$ cat config.mk
export PLATFORM = sky130hd
export DESIGN_NAME = crc_gen_5bit_tx_flat
export DESIGN_NICKNAME = d
export VERILOG_FILES = /design/src/rtl/crc_gen_5bit_tx_if.sv /design/src/rtl/crc_gen_5bit_tx.sv /design/src/flat_wrapper.sv
export SDC_FILE = /design/constraint.sdc
export NUM_CORES = 1
export LEC_CHECK = 0
export CAP_MARGIN = 10
export CORE_MARGIN = 2
export CORE_UTILIZATION = 57
export DETAILED_ROUTE_END_ITERATION = 8
export HOLD_SLACK_MARGIN = 0.08
export MAX_ROUTING_LAYER = met4
export PLACE_DENSITY = 0.83
export SLEW_MARGIN = 15
export SYNTH_ARGS = -nofsm -noshare
export SYNTH_HDL_FRONTEND = slang
export SYNTH_SLANG_ARGS = --single-unit
$ cat constraint.sdc
create_clock -name clk -period 2.8 [get_ports clk]
set_input_delay 0.28 -clock clk [delete_from_list [all_inputs] [get_ports clk]]
set_output_delay 0.28 -clock clk [all_outputs]
set_load 0.02 [all_outputs]
$ cat src/rtl/crc_gen_5bit_tx_if.sv
// Bus bundle for the USB token CRC5 transmitter: start/payload request, bit strobe and serial results.
// err_inject exists only when CRC5_ERR_INJECT_EN is defined.
interface crc_gen_5bit_tx_if #(
    parameter int PAYLOAD_BITS = 11
);
    logic                    start;
    logic [PAYLOAD_BITS-1:0] payload;
    logic                    shift_enable;
`ifdef CRC5_ERR_INJECT_EN
    logic                    err_inject;
`endif
    logic                    serial_out;
    logic                    busy;
    logic                    done;
    logic [4:0]              crc_out;

    modport master (
        output start, payload, shift_enable,
`ifdef CRC5_ERR_INJECT_EN
        output err_inject,
`endif
        input  serial_out, busy, done, crc_out
    );

    modport slave (
        input  start, payload, shift_enable,
`ifdef CRC5_ERR_INJECT_EN
        input  err_inject,
`endif
        output serial_out, busy, done, crc_out
    );
endinterface

$ cat src/rtl/crc_gen_5bit_tx.sv
// USB token CRC5 transmitter: serialises an 11-bit payload LSB first, then the complemented CRC5 MSB first.
// Optional macro CRC5_ERR_INJECT_EN adds err_inject, which sends the CRC uncomplemented.
module crc_gen_5bit_tx #(
    parameter int PAYLOAD_BITS = 11
) (
    input logic              clk,
    input logic              sync_rst,
    crc_gen_5bit_tx_if.slave bus
);
    localparam int CW = ($clog2(PAYLOAD_BITS) > 3) ? $clog2(PAYLOAD_BITS) : 3;

    typedef enum logic [1:0] {
        IDLE = 2'd0,
        DATA = 2'd1,
        CRC  = 2'd2,
        DONE = 2'd3
    } state_t;

    state_t                  state_r;
    logic [PAYLOAD_BITS-1:0] shreg_r;
    logic [4:0]              crc_r;
    logic [CW-1:0]           cnt_r;
    logic                    inject_r;
    logic                    serial_out_r;
    logic                    busy_r;
    logic                    done_r;
    logic [4:0]              crc_out_r;
    logic [4:0]              crc_next_s;
    logic                    inject_in_s;

    function automatic logic [4:0] crc5_step(input logic [4:0] c, input logic d);
        logic fb;
        fb = c[4] ^ d;
        return {c[3:0], 1'b0} ^ (fb ? 5'b00101 : 5'b00000);
    endfunction

`ifdef CRC5_ERR_INJECT_EN
    assign inject_in_s = bus.err_inject;
`else
    assign inject_in_s = 1'b0;
`endif

    assign crc_next_s = crc5_step(crc_r, shreg_r[0]);

    // Frame sequencer; serial_out is registered one bit ahead so it is valid the cycle after each strobe.
    always_ff @(posedge clk) begin
        if (sync_rst) begin
            state_r      <= IDLE;
            shreg_r      <= '0;
            crc_r        <= 5'b11111;
            cnt_r        <= '0;
            inject_r     <= 1'b0;
            serial_out_r <= 1'b0;
            busy_r       <= 1'b0;
            done_r       <= 1'b0;
            crc_out_r    <= 5'b00000;
        end else begin
            case (state_r)
                IDLE: begin
                    done_r <= 1'b0;
                    if (bus.start) begin
                        shreg_r      <= bus.payload;
                        crc_r        <= 5'b11111;
                        cnt_r        <= '0;
                        inject_r     <= inject_in_s;
                        serial_out_r <= bus.payload[0];
                        busy_r       <= 1'b1;
                        state_r      <= DATA;
                    end else begin
                        serial_out_r <= 1'b0;
                        busy_r       <= 1'b0;
                    end
                end
                DATA: begin
                    if (bus.shift_enable) begin
                        crc_r   <= crc_next_s;
                        shreg_r <= shreg_r >> 1;
                        if (cnt_r == CW'(PAYLOAD_BITS - 1)) begin
                            cnt_r        <= '0;
                            serial_out_r <= ~crc_next_s[4] ^ inject_r;
                            state_r      <= CRC;
                        end else begin
                            cnt_r        <= cnt_r + CW'(1);
                            serial_out_r <= shreg_r[1];
                        end
                    end
                end
                // CRC register is frozen here; only the bit index advances.
                CRC: begin
                    if (bus.shift_enable) begin
                        if (cnt_r == CW'(4)) begin
                            cnt_r        <= '0;
                            serial_out_r <= 1'b0;
                            busy_r       <= 1'b0;
                            done_r       <= 1'b1;
                            crc_out_r    <= ~crc_r ^ {5{inject_r}};
                            state_r      <= DONE;
                        end else begin
                            cnt_r        <= cnt_r + CW'(1);
                            serial_out_r <= ~crc_r[3'd3 - cnt_r[2:0]] ^ inject_r;
                        end
                    end
                end
                DONE: begin
                    done_r  <= 1'b0;
                    state_r <= IDLE;
                end
                default: begin
                    state_r      <= IDLE;
                    serial_out_r <= 1'b0;
                    busy_r       <= 1'b0;
                    done_r       <= 1'b0;
                end
            endcase
        end
    end

    assign bus.serial_out = serial_out_r;
    assign bus.busy       = busy_r;
    assign bus.done       = done_r;
    assign bus.crc_out    = crc_out_r;
endmodule

$ cat src/flat_wrapper.sv
// flat-port wrapper written by rule: the top's interface ports become plain ports
module crc_gen_5bit_tx_flat 
#(
    parameter int PAYLOAD_BITS = 11
)
  (clk, sync_rst, bus_start, bus_payload, bus_shift_enable, bus_serial_out, bus_busy, bus_done, bus_crc_out);
  crc_gen_5bit_tx_if #(.PAYLOAD_BITS(PAYLOAD_BITS)) bus_i ();
  input logic clk;
  input logic sync_rst;
  input wire logic [$bits(bus_i.start)-1:0] bus_start;
  input wire logic [$bits(bus_i.payload)-1:0] bus_payload;
  input wire logic [$bits(bus_i.shift_enable)-1:0] bus_shift_enable;
  output wire logic [$bits(bus_i.serial_out)-1:0] bus_serial_out;
  output wire logic [$bits(bus_i.busy)-1:0] bus_busy;
  output wire logic [$bits(bus_i.done)-1:0] bus_done;
  output wire logic [$bits(bus_i.crc_out)-1:0] bus_crc_out;
  assign bus_i.start = bus_start;
  assign bus_i.payload = bus_payload;
  assign bus_i.shift_enable = bus_shift_enable;
  assign bus_serial_out = bus_i.serial_out;
  assign bus_busy = bus_i.busy;
  assign bus_done = bus_i.done;
  assign bus_crc_out = bus_i.crc_out;
  crc_gen_5bit_tx #(.PAYLOAD_BITS(PAYLOAD_BITS)) u_core (.clk(clk), .sync_rst(sync_rst), .bus(bus_i));
endmodule
# == Yosys cells after proc, flatten, opt, wreduce, memory -nomap -nowiden ==
# Index checks and enable logic that the tools add are counted.
# totals
mem_count,0
romBits,0
latch_bits,0
ramBits,0
register_bits,30
# classes
n_div,0
n_reduce_logical,13
shift,0
n_mul,0
n_bitwise,5
n_eq_ne,10
add_sub_neg,2
order_cmp,1
muxes,34
# op_table
cell,n
$mux 11,2
$pmux 11 s2,1
$mux 4,5
$reduce_and 3->1,5
$pmux 4 s3,1
$mux 1,11
$mux 2,5
$mux 5,2
$pmux 5 s2,1
$pmux 2 s4,1
$ne 2x2->1 const B,3
$reduce_bool 2->1,3
$not 5->5,1
$reduce_and 5->1,1
$xor 5x5->5,1
$add 4x1->4 const B,1
$eq 2x2->1 const B,2
$eq 4x3->1 const B,1
$eq 4x4->1 const B,1
$lt 3x4->1 const B,1
$ne 2x1->1 const B,2
$pmux 1 s2,2
$reduce_and 4->1,1
$bmux 1 s3,1
other kinds (9),10

# == Longest topological paths before layout ==
# Gate-level depths: netlist of run 1.
# depth
ltp_word,7
depth_mapped,7
ltp_nobuf,6

# == Worst setup path after synthesis of run 1 ==
# Ideal clock, no wire load.
# synth_timing
kind,register -> register
start,register u_core.state_r[0]
end,register u_core.shreg_r[1]
setup_time_ps,86
path_stages_with_launch,8
t_arrival_ps,1632
period_less_slack_ps,1717
required_time_ps,2714
path_buffers,1
path_slack_ps,1083
cell_sequence,dfxtp_1 inv_1 ha_1 nor2b_1 nor2_2 clkbuf_1 nor2_1 a211oi_1
# synth_between
elab_chain_len,3
word_cells_on_any_way,7
classes_between,eq/ne: 3; mux: 1; reduce/logical: 3
# synth_rtl
element,line_no,text
start: declaration,crc_gen_5bit_tx.sv:19,state_t state_r;
start signal: assignment,crc_gen_5bit_tx.sv:48,state_r <= IDLE;
start signal: assignment,crc_gen_5bit_tx.sv:68,state_r <= DATA;
start signal: assignment,crc_gen_5bit_tx.sv:81,state_r <= CRC;
$eq 2x1->1 or $logic_not 2->1 (tied branches),crc_gen_5bit_tx.sv:58,case (state_r)
$ne 2x2->1 (no source line) or $reduce_bool 2->1 (tied branches),-,
$reduce_and 3->1 (no source line),-,
end signal: assignment,crc_gen_5bit_tx.sv:62,shreg_r <= bus.payload;
end signal: assignment,crc_gen_5bit_tx.sv:77,shreg_r <= shreg_r >> 1;
end: declaration,crc_gen_5bit_tx.sv:20,logic [PAYLOAD_BITS-1:0] shreg_r;
# Parallel ways exist; a longest one is shown, timed or not.
# A chain may end at the register's enable or synchronous reset.

# == Worst setup path in the final report of run 1 ==
# layout_timing
start,register u_core.cnt_r[0]
end,register u_core.serial_out_r (netlist: u_core.bus.serial_out)
# layout_between
elab_chain_len,7
word_cells_on_any_way,11
classes_between,add/sub: 1; eq/ne: 2; mux: 7; bitwise: 1
# layout_rtl
element,line_no,text
start: declaration,crc_gen_5bit_tx.sv:22,logic [CW-1:0] cnt_r;
start signal: assignment,crc_gen_5bit_tx.sv:83,cnt_r <= cnt_r + CW'(1);
start signal: assignment,crc_gen_5bit_tx.sv:99,cnt_r <= cnt_r + CW'(1);
$sub 2x3->3,crc_gen_5bit_tx.sv:100,serial_out_r <= ~crc_r[3'd3 - cnt_r[2:0]] ^ inject_r;
$bmux 1 s3,crc_gen_5bit_tx.sv:100,
$mux 1 (implied by the code),crc_gen_5bit_tx.sv:100,
$not 1->1,crc_gen_5bit_tx.sv:100,
$mux 1,crc_gen_5bit_tx.sv:91,if (cnt_r == CW'(4)) begin
$mux 1,crc_gen_5bit_tx.sv:90,if (bus.shift_enable) begin
$pmux 1 s3 *,crc_gen_5bit_tx.sv:58,
end signal: assignment,crc_gen_5bit_tx.sv:66,serial_out_r <= bus.payload[0];
end signal: assignment,crc_gen_5bit_tx.sv:84,serial_out_r <= shreg_r[1];
end signal: assignment,crc_gen_5bit_tx.sv:100,
end: declaration,crc_gen_5bit_tx.sv:24,logic serial_out_r;
# Every way passes the cells marked *; elsewhere a longest branch is shown, timed or not. The select of a mux whose other input is x is not followed.

==> key figures, run 1 <==
Layout
  – Share of layout cells above drive strength 1: 7.692%
  – Final nets: 217
  – Finished Layout Cells: 225
  – Area Overhead vs Synth: 18.44%
  – Antenna cells: 0
  – Fill cell count: 209

Synth
  – #FFs+latches synth: 30
  – Synth unique cells: 36
  – Synth area leaders: dfxtp_1 (38%), mux2i_1 (8.3%), ha_1 (6.4%), a211oi_1 (5.8%), nor2_1 (4.6%)
  – Top cell type's share of synthesized area: 38.49%
  – Syn Inst Count: 173
  – Synthesis Warnings: 0
  – Seq/Total Area, Yosys: 38.49%
  – Post-synthesis cell type with the largest combined area: dfxtp_1
  – Syn Nets: 196
  – Avg Cell Area, Syn: 9.019 µm²
  – Mapped cell area: 1560 µm²

Floorplan
  – DIE HEIGHT: 56.32 µm
  – Core area: 2545 µm²
  – Io pins: 23
  – Rows: 18
  – Die area: 3172 µm²
  – Initial Util: 61.31%
  – Die width: 56.32 µm

Clock network
  – Post-CTS Hold Buffers: 0
  – Setup Buffers After CTS: 0
  – Resize count post-CTS: 0
  – Num Clock Sinks: 30
  – Total CTS buffers: 5
  – Clock transition at the registers of the reported paths: 0.09 ns
  – Clock Path Buffers: 2
  – Worst skew pair latency: 0.33 ns
  – H-tree depth: 2
  – Root buffer cell: clkbuf_4
  – TritonCTS clock tree: done

GRT
  – Largest net degree at the start of global routing: 27
  – Global-route wire length before repair: 5568 µm
  – Vias in the first global route: 1272
  – Initial antenna violation count: 0
  – All-Layer GR Usage: 23.12%
  – Total gr overflow: 0

Hold path
  – Hold Crit Class: register to register
  – Hold path startpoint: u_core.bus.crc_out[2]

STA
  – Final min period: 1.923 ns
  – Clk_skew: 0.003699 ns
  – Hold Violations, Final: 0
  – Post-Route Setup TNS: 0 ns
  – WHS: 0.4611 ns
  – Final setup violation count: 0
  – Final WS setup: 0.8770 ns
  – Fmax: 520.0 MHz
  – Slew Limit Headroom: 54.52%
  – Final Slew Violations: 0
  – RSZ-0062 raised after global routing: no
  – Worst-margin pin slew: 0.6800 ns
  – Final Cycle Share: 68.68%

Routing
  – Met1 Routed Length: 1444 µm
  – Pre-Repair DR Iteration Count: 4
  – Final ANT Viol Nets: 0
  – 1st-iter DRT viols: 36
  – WL met2: 1517 µm
  – # DRC: 0
  – Vias/cell: 5.907
  – Routed vias: 1329
  – Met3 routed WL: 191 µm
  – Routed length per instance: 14.17 µm
  – DR top layer: met4
  – Final WL: 3188 µm

Critical path
  – Crit path max fanout: 6
  – CP required: 3.02 ns
  – Reg2reg start: u_core.cnt_r[0]
  – Crit path from: u_core.cnt_r[0]
  – Critical path data arrival time: 2.14 ns
  – CP Launch Type: register
  – Kind of critical path: register to register
  – CP endpoint kind: register

Run status
  – Outcome: completed

Power
  – Register share of total power: 37.6%
  – Net Switching: 0.6520 mW
  – Clock share of power: 16.5%
  – Power Total: 1.631 mW
  – Logic pwr share: 46.0%
  – PD cells: 882.5 nW/µm²
  – P_leak: 0.6599 nW
  – Max VDD drop: 0.0006616 V
  – P_int: 0.9788 mW
  – Sw Ratio: 39.98%

Place
  – Number of port buffers: 22
  – HPWL after DPL: 2311 µm
  – Placer Congestion: 0.8505
  – Placed insts: 217
  – Pre-CTS setup slack: 0.7749 ns

Flow run
  – Maxcap violations: 0
==> logic make-up after synthesis <==
kind of cell	share of synthesized area [%]
adders and majority gates	6.416
DFF	38.49
buffers and inverters	4.330
xor gates and xnor gates	1.123
AOI/OAI and AO/OA	16.36
muxes	9.783
and+or+nand+nor	23.50
==> metal layers <==
layer	vias to the layer above	global-route usage, %
met1	622	28.41
met4	0	8.163
met5	-	-
li1	666	-
met2	38	35.29
met3	3	8.065
==> worst paths after layout <==
path / end / slack (ns) / cells after the start
min reg2reg: u_core.bus.crc_out[2] / 0.46 / 2
max: u_core.bus.serial_out / 0.88 / 6
min: u_core.bus.crc_out[2] / 0.46 / 2
max reg2reg: u_core.bus.serial_out / 0.88 / 6
==> flip-flops by register name (all words and copies together) (netlist names) <==
signal	cells
u_core.bus.busy	1
u_core.bus.done	1
u_core.bus.serial_out	1
u_core.state_r	2
u_core.crc_r	5
u_core.shreg_r	11
u_core.cnt_r	4
u_core.bus.crc_out	5
==> synth_stat cells <==
library cell / number
a2111oi_0: 2
a2111oi_2: 1
a211oi_1: 12
a21oi_1: 8
a221oi_1: 1
a31oi_1: 3
and2_1: 2
and3_1: 1
and3b_1: 1
buf_2: 3
buf_6: 1
clkbuf_1: 7
dfxtp_1: 30
ha_1: 8
inv_1: 4
mux2i_1: 13
mux4_2: 1
nand2_1: 9
nand2b_1: 10
nand3_1: 7
nand3b_1: 5
nand4_1: 2
nand4b_1: 5
nor2_1: 19
nor2_2: 1
nor2b_1: 1
nor2b_4: 1
nor3_1: 2
o211a_1: 1
o21ai_0: 1
o21ai_1: 5
o21ba_2: 1
o22ai_1: 1
o2bb2ai_1: 1
or3_1: 1
xnor2_1: 2
==> layout make-up <==
| cell class | instances | area (µm²) | area share (%) |
|---|---|---|---|
| Clock buffer | 7 | 55.05 | 2.979 |
| Clock inverter | 1 | 5.005 | 0.2708 |
| Inverter | 4 | 15.01 | 0.8125 |
| Multi-Input combinational cell | 128 | 892.1 | 48.27 |
| Sequential cell | 30 | 600.6 | 32.50 |
| Tap cell | 30 | 37.54 | 2.031 |
| Timing Repair Buffer | 25 | 242.7 | 13.13 |
==> metrics by stage <==
stage | cell area, µm² | util (%)
floorplan | 1560 | -
global placement | 1788 | 70.26
detailed placement | 1788 | 70.26
CTS | 1848 | 72.62
global route | 1848 | 72.62
finish | 1848 | 72.62
==> worst max-delay path, stage by stage, from the launching register on <==
cell and delay [ns]:
dfxtp_1 0.45, inv_1 0.11, ha_1 0.22, and3b_1 0.23, nand3b_1 0.17, o211a_1 0.26, a2111oi_2 0.38
==> power groups by stage <==
stage               Combinational (mW)  Clock (mW)  Sequential, mW
floorplan                        0.570           0           0.615
global placement                 0.709           0           0.615
detailed placement               0.741           0           0.621
CTS                              0.747       0.278           0.614
global route                     0.827       0.299           0.629
finish                           0.750       0.268           0.613
==> cell usage in the layout, fill, tap and decap left out, types with 3 or more instances in the layout <==
cell,synthesis,routed
dfxtp_1,30,30
clkdlybuf4s50_1,0,22
nor2_1,19,19
mux2i_1,13,13
a211oi_1,12,12
nand2b_1,10,10
nand2_1,9,9
a21oi_1,8,8
ha_1,8,8
nand3_1,7,7
o21ai_1,5,5
nand3b_1,5,5
nand4b_1,5,5
clkbuf_4,0,5
inv_1,4,4
a31oi_1,3,3
buf_4,0,3
Note: power is estimated with default switching activity, not from simulation.
==> run 2, diff against run 1 <==
--- a/config.mk
+++ b/config.mk
@@ -7,11 +7,11 @@
 export LEC_CHECK = 0
 export CAP_MARGIN = 10
 export CORE_MARGIN = 2
-export CORE_UTILIZATION = 57
+export CORE_UTILIZATION = 53
 export DETAILED_ROUTE_END_ITERATION = 8
 export HOLD_SLACK_MARGIN = 0.08
 export MAX_ROUTING_LAYER = met4
-export PLACE_DENSITY = 0.83
+export PLACE_DENSITY = 0.78
 export SLEW_MARGIN = 15
 export SYNTH_ARGS = -nofsm -noshare
 export SYNTH_HDL_FRONTEND = slang
==> constraint.sdc (replaced) <==
create_clock -name clk -period 1.9 [get_ports clk]
set_input_delay 0.19 -clock clk [delete_from_list [all_inputs] [get_ports clk]]
set_output_delay 0.19 -clock clk [all_outputs]
set_load 0.02 [all_outputs]
==> run 2 against run 1 <==
Cell count rose by 3.1%. Fmax rose by 8.2%. Utilization fell by 1.9 points. Via count rose by 0.38%. Clock skew rose by 0.0012 ns. Final area rose by 6.4%. Power rose by 72%. Worst hold slack got worse by 0.019 ns. Setup slack got worse by 0.75 ns. Non-clock buffer count rose by 6. Highest routed layer unchanged.
==> key figures, run 2 (synthesis results as in run 1) <==
Run status
  – Outcome: completed

Place
  – Placer Congestion: 0.8673 (+2.0%)
  – HPWL after DPL: 2487 µm (+7.6%)
  – Number of port buffers: 22 (unchanged)

Routing
  – Routed length per instance: 14.55 µm (+2.7%)
  – # DRC: 0 (unchanged)
  – Final WL: 3376 µm (+5.9%)
  – Final ANT Viol Nets: 0 (unchanged)
  – 1st-iter DRT viols: 40 (+11%)
  – Vias/cell: 5.750 (-2.7%)
  – Routed vias: 1334 (+0.38%)
  – Pre-Repair DR Iteration Count: 4 (unchanged)

Layout
  – Post-layout util: 70.67% (-1.9 points)
  – Most flops, register: u_core.shreg_r
  – Max reg flops: 11 (unchanged)
  – Final nets: 223 (+2.8%)
  – Area Overhead vs Synth: 25.98%
  – Most frequent cells in the layout: dfxtp_1 (29), clkdlybuf4s50_1 (22), nor2_1 (19)
  – Most common cell after layout, fill and taps aside: dfxtp_1
  – Antenna cells: 0 (unchanged)
  – Share of layout cells above drive strength 1: 11.94% (+4.2 points)

Clock network
  – H-tree depth: 2 (unchanged)
  – Worst skew pair latency: 0.34 ns (about the same)
  – Clock transition at the registers of the reported paths: 0.10 ns (about the same)
  – Post-CTS Hold Buffers: 0 (unchanged)
  – Clock Path Buffers: 2 (unchanged)
  – Total CTS buffers: 5 (unchanged)
  – Root buffer cell: clkbuf_4
  – Num Clock Sinks: 30 (unchanged)
  – TritonCTS clock tree: done

Hold path
  – Min-Delay Endpoint: u_core.shreg_r[10]
  – Hold Crit Class: input pin to register
  – Hold path startpoint: bus_payload[10]
  – Hold Path Cell Cnt: 3 (+1)

GRT
  – M3 GR Usage: 6.250% (-1.8 points)
  – Total gr overflow: 0 (unchanged)
  – Global-route wire length before repair: 5658 µm (+1.6%)
  – Vias in the first global route: 1264 (-0.63%)
  – M1 GR Usage: 27.98% (-0.43 points)
  – Initial antenna violation count: 0 (unchanged)
  – All-Layer GR Usage: 22.62% (-0.50 points)
  – M2 GR Usage: 34.74% (-0.55 points)
  – GRT busiest layer: met2
  – Largest net degree at the start of global routing: 27 (unchanged)

Critical path
  – FF-to-FF path depth: 6 (unchanged)
  – Crit-path max cell delay: 0.40 ns (-0.05 ns)
  – Reg2Reg Setup Slack: 0.12 ns (-0.75 ns)
  – Worst path depth: 6 (unchanged)
  – WP buf/inv: 1 (unchanged)
  – CP endpoint kind: register
  – CP Launch Type: register
  – Crit path max-delay cell type: dfxtp_2
  – CP required: 2.14 ns (-0.88 ns)
  – Crit-path leading delay family: compound AO/OA/AOI/OAI gates
  – Reg2reg start: u_core.cnt_r[0]
  – Crit path cell chain: inv_1, ha_1, and3b_1, nand3b_1, o211a_1, a2111oi_2
  – Kind of critical path: register to register
  – Critical path data arrival time: 2.02 ns (-0.12 ns)
  – Crit path max fanout: 6 (unchanged)
  – Reg2Reg Capture Point: u_core.bus.serial_out

STA
  – Final setup violation count: 0 (unchanged)
  – Post-Route Setup TNS: 0 ns (unchanged)
  – Worst-margin pin slew: 0.5461 ns (-0.1339 ns)
  – Final min period: 1.776 ns (-0.1465 ns)
  – Final Cycle Share: 93.50% (+25 points)
  – Final Slew Violations: 0 (unchanged)
  – Hold Violations, Final: 0 (unchanged)
  – RSZ-0062 raised after global routing: no
  – Fmax: 562.9 MHz (+8.2%)
  – Clk_skew: 0.004945 ns (+0.001246 ns)
  – Slew Limit Headroom: 62.65% (+8.1 points)

Floorplan
  – Initial Util: 56.10% (-5.2 points)
  – Io pins: 23 (unchanged)
  – DIE HEIGHT: 58.26 µm (+3.4%)
  – Die area: 3394 µm² (+7.0%)
  – Die width: 58.26 µm (+3.4%)
  – Core area: 2781 µm² (+9.3%)
  – Rows: 19 (+1)

Flow run
  – Maxcap violations: 0 (unchanged)

Power
  – P_leak: 0.7191 nW (+9.0%)
  – Max VDD drop: 0.001414 V (+110%)
  – PD cells: 1424 nW/µm² (+61%)
-- run 2: worst max-delay path by stage --
stage / start / to / slack (ns)
3_3_place_gp: u_core.cnt_r[0] / u_core.bus.serial_out / 0.14
6_report: u_core.cnt_r[0] / u_core.bus.serial_out / 0.12
3_5_place_dp: u_core.cnt_r[0] / u_core.bus.serial_out / 0.1
5_1_grt: u_core.state_r[0] / u_core.state_r[1] / 0.004
2_1_floorplan: u_core.state_r[0] / u_core.shreg_r[1] / 0.18
4_1_cts: u_core.cnt_r[0] / u_core.bus.serial_out / 0.04
-- run 2: through the flow --
stage                     worst slack, ns  instance area [µm²]  std cells  hold WS (ns)  total power [mW]
after floorplan                    0.1828                 1560        173        0.2698             1.746
after global placement             0.1427                 1847        224        0.4422             2.052
after global routing             0.004281                 1966        232        0.4427             2.976
final                              0.1235                 1966        232        0.4419             2.800
after CTS                         0.04114                 1958        232        0.4307             2.799
after detailed placement          0.09555                 1847        224        0.4529             2.112
-- run 2: timing repair --
action,CTS,global route
gates resized for setup,0,2
endpoints found under the setup margin,0,5
setup buffers,0,0
-- run 2: layer usage --
metal / up-vias / wire length [µm]
met5: - / 0
met4: 0 / 72
li1: 677 / -
met3: 8 / 159
met2: 41 / 1593
met1: 608 / 1552
-- run 2: area by class of cell --
type / count / area, µm²
Multi-Input combinational cell: 128 / 898.4
Fill cell: 217 / 815.8
Sequential cell: 30 / 601.8
Timing Repair Buffer: 31 / 300.3
Clock inverter: 2 / 60.06
Clock buffer: 6 / 51.30
Tap cell: 31 / 38.79
Inverter: 4 / 15.01
-- run 2: power by group --
part / internal, mW / switching (mW) / leakage, nW
Sequential: 0.797 / 0.109 / 0.246
Combinational: 0.554 / 0.660 / 0.415
Clock: 0.446 / 0.235 / 0.0585
-- run 2: worst reg2reg max path: cells and delay by family (launching register included) --
| family | cells | cell delay, ns |
|---|---|---|
| AOI/OAI and AO/OA | 2 | 0.59 |
| DFF | 1 | 0.40 |
| and+or+nand+nor | 2 | 0.39 |
| adders and majority gates | 1 | 0.22 |
| buffers and inverters | 1 | 0.10 |
